--- config.mk ---
export PLATFORM = sky130hd
export DESIGN_NAME = async_fifo_wr_ctrl
export DESIGN_NICKNAME = d
export VERILOG_FILES = /design/src/rtl/async_fifo_wr_ctrl.sv
export SDC_FILE = /design/constraint.sdc
export NUM_CORES = 1
export LEC_CHECK = 0
export CELL_PAD_IN_SITES_DETAIL_PLACEMENT = 0
export CELL_PAD_IN_SITES_GLOBAL_PLACEMENT = 1
export CORE_ASPECT_RATIO = 0.8
export CORE_MARGIN = 3
export CORE_UTILIZATION = 36
export CTS_BUF_LIST = sky130_fd_sc_hd__clkbuf_8
export CTS_CLUSTER_DIAMETER = 120
export CTS_CLUSTER_SIZE = 8
export DETAILED_ROUTE_END_ITERATION = 12
export HOLD_SLACK_MARGIN = 0.05
export PLACE_DENSITY = 0.78
export SYNTH_ARGS = -nofsm -noshare
export SYNTH_HDL_FRONTEND = slang
export SYNTH_SLANG_ARGS = --single-unit
--- constraint.sdc ---
create_clock -name clk -period 3 [get_ports clk]
set_clock_uncertainty 0.15 [all_clocks]
set_input_delay 0.9 -clock clk [delete_from_list [all_inputs] [get_ports clk]]
set_output_delay 0.9 -clock clk [all_outputs]
set_load 0.05 [all_outputs]
--- src/rtl/async_fifo_wr_ctrl.sv ---
// Write-side pointer and flag controller for a dual-clock FIFO: owns the binary/Gray
// write pointer, synchronises the read pointer and derives registered fill status.
module async_fifo_wr_ctrl #(
    parameter int ADDR_WIDTH   = 4,
    parameter int SYNC_STAGES  = 2,
    parameter int AFULL_THRESH = 2**ADDR_WIDTH - 2
) (
    input  logic                  clk,
    input  logic                  rst,
    input  logic                  wr_en,
    input  logic [ADDR_WIDTH:0]   rd_gray,
    output logic                  wr_fire,
    output logic [ADDR_WIDTH-1:0] wr_addr,
    output logic [ADDR_WIDTH:0]   wr_gray,
    output logic [ADDR_WIDTH:0]   wr_count,
    output logic                  full,
    output logic                  almost_full,
    output logic                  overflow
);

    localparam int PW = ADDR_WIDTH + 1;
    localparam logic [PW-1:0] DEPTH_V = {1'b1, {ADDR_WIDTH{1'b0}}};
    localparam logic [PW-1:0] AFULL_V = PW'(AFULL_THRESH);

    logic [PW-1:0] wr_bin_q, wr_bin_d;
    logic [PW-1:0] wr_gray_q, wr_gray_d;
    logic [PW-1:0] wr_count_q, wr_count_d;
    logic          full_q, full_d;
    logic          afull_q, afull_d;
    logic          overflow_q, overflow_d;
    logic [PW-1:0] sync_q [SYNC_STAGES];
    logic [PW-1:0] rd_bin_s;

    function automatic logic [PW-1:0] gray2bin(input logic [PW-1:0] g);
        logic [PW-1:0] b;
        for (int i = 0; i < PW; i++) begin
            b[i] = ^(g >> i);
        end
        return b;
    endfunction

    // Handshake: wr_en is a request held by the producer; it is accepted (wr_fire)
    // in any cycle where full is low. A request while full is dropped and only
    // recorded in the sticky overflow flag.
    assign wr_fire = wr_en & ~full_q;

    always_comb begin
        wr_bin_d   = wr_bin_q + {{(PW-1){1'b0}}, wr_fire};
        wr_gray_d  = wr_bin_d ^ (wr_bin_d >> 1);
        rd_bin_s   = gray2bin(sync_q[SYNC_STAGES-1]);
        wr_count_d = wr_bin_d - rd_bin_s;
        full_d     = (wr_count_d == DEPTH_V);
        afull_d    = (wr_count_d >= AFULL_V);
        overflow_d = overflow_q | (wr_en & full_q);
    end

    // Pure flop chain: nothing may sit between stages or metastability settling time is lost.
    always_ff @(posedge clk or posedge rst) begin
        if (rst) begin
            for (int i = 0; i < SYNC_STAGES; i++) begin
                sync_q[i] <= '0;
            end
        end else begin
            sync_q[0] <= rd_gray;
            for (int i = 1; i < SYNC_STAGES; i++) begin
                sync_q[i] <= sync_q[i-1];
            end
        end
    end

    always_ff @(posedge clk or posedge rst) begin
        if (rst) begin
            wr_bin_q   <= '0;
            wr_gray_q  <= '0;
            wr_count_q <= '0;
            full_q     <= 1'b0;
            afull_q    <= 1'b0;
            overflow_q <= 1'b0;
        end else begin
            wr_bin_q   <= wr_bin_d;
            wr_gray_q  <= wr_gray_d;
            wr_count_q <= wr_count_d;
            full_q     <= full_d;
            afull_q    <= afull_d;
            overflow_q <= overflow_d;
        end
    end

    assign wr_addr     = wr_bin_q[ADDR_WIDTH-1:0];
    assign wr_gray     = wr_gray_q;
    assign wr_count    = wr_count_q;
    assign full        = full_q;
    assign almost_full = afull_q;
    assign overflow    = overflow_q;

endmodule

==> flow_metrics.tcl <==
set metrics [dict create \
    grt_use_met2_pct 22.5 \
    critPathRequiredTime_ns 3.02 \
    hp-class "reg2reg" \
    fin_crit_sh_pct 101 \
    critical_path_class "in2reg" \
    worst-r2r-cell-count 10 \
    reg2reg_slack_ns 0.09 \
    design.die.area_mm2 0.00382 \
    regToRegStartpoint "sync_q[4]$_DFF_PP0_" \
    rows 17 \
    synthXorXnorAreaFrac_pct 15.4 \
    drive_gt1_share_pct 39.0 \
    synth_cells 86 \
    violations "setup timing" \
    path_max_fanout 3 \
    syn_nets 99 \
    gp_congestion 0.779 \
    grt_overflow_total 0 \
    cts-root-buf "clkbuf_8" \
    final_antenna_net_count 0 \
    cpPeakStageDelay_ns 0.60 \
    finalWirelength_um 2270 \
    cap_violations 0 \
    outcome "complete, but fails checks" \
    synth_top_family_by_area "XOR/XNOR gates" \
    synth_cell_types 26 \
    path_delay_family "simple AND/OR/NAND/NOR gates" \
    synthSimpleGateAreaFrac_pct 7.15 \
    cp-start-kind "input pin" \
    clock_latency_ns 0.27 \
    fmax_mhz 330 \
    worst_slack_ns -0.0331 \
    area_growth_pct 62.3 \
    cp_slowest_cell "or4_4" \
    cts_made_buffers 3 \
    synth.top_cell.area_share_pct 60.3 \
    ctsHoldBuffers 0 \
    cts_htree_levels 1 \
    pin_count 26 \
    grt_pass1_wl_um 3670 \
    hpwl_um 1570 \
    cts_tree "done" \
    r2r-end "full$_DFF_PP0_" \
    synth_seq_cells 27 \
    coreArea_mm2 0.00287 \
    worst_pin_slew_ns 0.510 \
    path_clk_slew_ns 0.08 \
    antennaDiodeCount 0 \
    vias 797 \
    routedWlPerCell_um 12.7 \
    holdPathStages 0 \
    die_w_um 68.4 \
    synth_area_leader_cell "dfrtp_1" \
    grt_use_total_pct 12.9 \
    synth_compound_area_share_pct 7.15 \
    antenna_found_initial 0 \
    synth_area_leaders "dfrtp_1 60%, xnor2_1 8.6%, xor2_1 4.7%" \
    maxSlewHeadroom_pct 65.9 \
    cp_num_buf_inv 2 \
    grt_setup_unrepaired "yes" \
    final_cells 179 \
    dieHeight_um 55.9 \
    dp_cells 165 \
    synth_warnings 0 \
    end_kind "flop" \
    final_hold_viol_count 0 \
    cts.path.max_buffers 2 \
    synth_fa_ha_area_share_pct 6.26 \
    drc 0 \
    io_buffers 25 \
    drt-initial-drc-count 30 \
    dr.pass1.iters 4 \
    hold_end "sync_q[4]$_DFF_PP0_" \
    hold_start "sync_q[9]$_DFF_PP0_" \
    met1_usage_pct 14.6 \
    min_period_ns 3.03 \
    grt_pass1_vias 855 \
    grt_max_degree 28 \
    ys_seq_area_share_pct 60.3 \
    via_per_inst 4.45 \
    avgSynthCellArea_um2 13.0 \
    finalSetupViolations 1 \
    cts.sinks 27 \
    top_usage_layer "met2" \
    start_util_pct 39.0 \
    synth_area_mm2 0.00112 \
    critical_path_arrival_ns 3.05 \
    gr-usage-met3_pct 4.65 \
    num-nets-final 155 \
    slew_violations 0 \
    synthMuxAreaShare_pct 0 \
    path_cells "clkdlybuf4s15_1 > nand3b_1 > inv_2 > ha_4 > xor2_4 > ha_2 > nor2_2 > a21oi_1 > or4_4 > a2111oi_4" \
]
[kinds of logic after synthesis]
family,Yosys count
fa+ha+maj,5
buf+inv,11
compound gates,11
simple gates,14
flops,27
xor+xnor,18
[layer usage]
metal	up-vias	wire (µm)	part of all wire (%)
met5	-	0	0
met4	0	27	1.2
met3	4	148	6.5
met2	26	1190	52
met1	380	905	40
li1	387	-	-
[how the worst max path moves through the flow]
stage	startpoint	depth (start not counted)	slack (ns)	endpoint
after floorplan	wr_en	8	-0.08	full$_DFF_PP0_
after global placement	wr_en	10	-0.48	full$_DFF_PP0_
after detailed placement	wr_en	12	-0.59	full$_DFF_PP0_
after CTS	sync_q[4]$_DFF_PP0_	10	-0.04	full$_DFF_PP0_
after global routing	wr_en	10	-0.10	full$_DFF_PP0_
final	wr_en	10	-0.03	full$_DFF_PP0_
[stage by stage]
| step | cell area [µm²] | hold slack (ns) | setup WS, ns | utilization, % | TNS, ns |
|---|---|---|---|---|---|
| 3_5_place_dp | 1580 | 0.189 | -0.595 | 55.2 | -2.33 |
| 3_3_place_gp | 1580 | 0.183 | -0.479 | 55.2 | -1.82 |
| 4_1_cts | 1740 | 0.211 | -0.0432 | 60.6 | -0.0432 |
| 5_1_grt | 1820 | 0.218 | -0.104 | 63.3 | -0.164 |
| 2_1_floorplan | 1150 | 0.181 | -0.0839 | - | -0.0839 |
| 6_report | 1820 | 0.207 | -0.0331 | 63.3 | -0.0331 |
[cell usage in the layout (no fill, tap or decap), drive strengths merged]
cell           synthesis  routed
o22ai                  1       1
nor2b                  2       2
ha                     4       4
nor2                   2       2
and2b                  1       1
clkdlybuf4s50          0      23
clkbuf                 1       3
a21oi                  2       2
xor2                   6       6
xnor2                 11      11
o31ai                  1       1
a2111oi                1       1
nand3                  1       1
xnor3                  1       1
buf                    0      28
nand2                  4       4
a211oi                 1       1
o211ai                 1       1
dfrtp                 27      27
a21o                   1       1
or3                    1       1
o21ai                  2       2
a22o                   1       1
and2                   1       1
clkinv                 0       1
clkdlybuf4s15          0       1
or4                    1       1
fa                     1       1
nand3b                 1       1
inv                   10      10
[registers in the layout, indices dropped and copies added (netlist names)]
name / flops
wr_count: 5
wr_gray: 4
full: 1
almost_full: 1
sync_q: 10
overflow: 1
wr_bin_q: 5
[synthesized netlist by cell type, drive strengths merged]
master   count
a2111oi      1
a211oi       1
a21o         1
a21oi        2
a22o         1
and2         1
and2b        1
clkbuf       1
dfrtp       27
fa           1
ha           4
inv         10
nand2        4
nand3        1
nand3b       1
nor2         2
nor2b        2
o211ai       1
o21ai        2
o22ai        1
o31ai        1
or3          1
or4          1
xnor2       11
xnor3        1
xor2         6
[what timing repair did]
| item | in CTS | in global routing |
|---|---|---|
| setup endpoints to repair | 5 | 3 |
| gates resized for setup | 10 | 13 |
| setup buffers | 8 | 3 |
| pin swaps | 15 | 13 |
| gates cloned | 0 | 0 |
[area by class of cell]
cell class	instances	area, µm²
inverters	10	37.5
clock buffers	3	41.3
fillers	230	1050
clock inverters	1	5.00
well taps	38	47.5
multi-input cells	48	544
flip-flops and latches	27	676
repair buffers	52	467
Power is not shown: default switching activity piles up to over one toggle a cycle in this logic, so the estimate is an artifact.
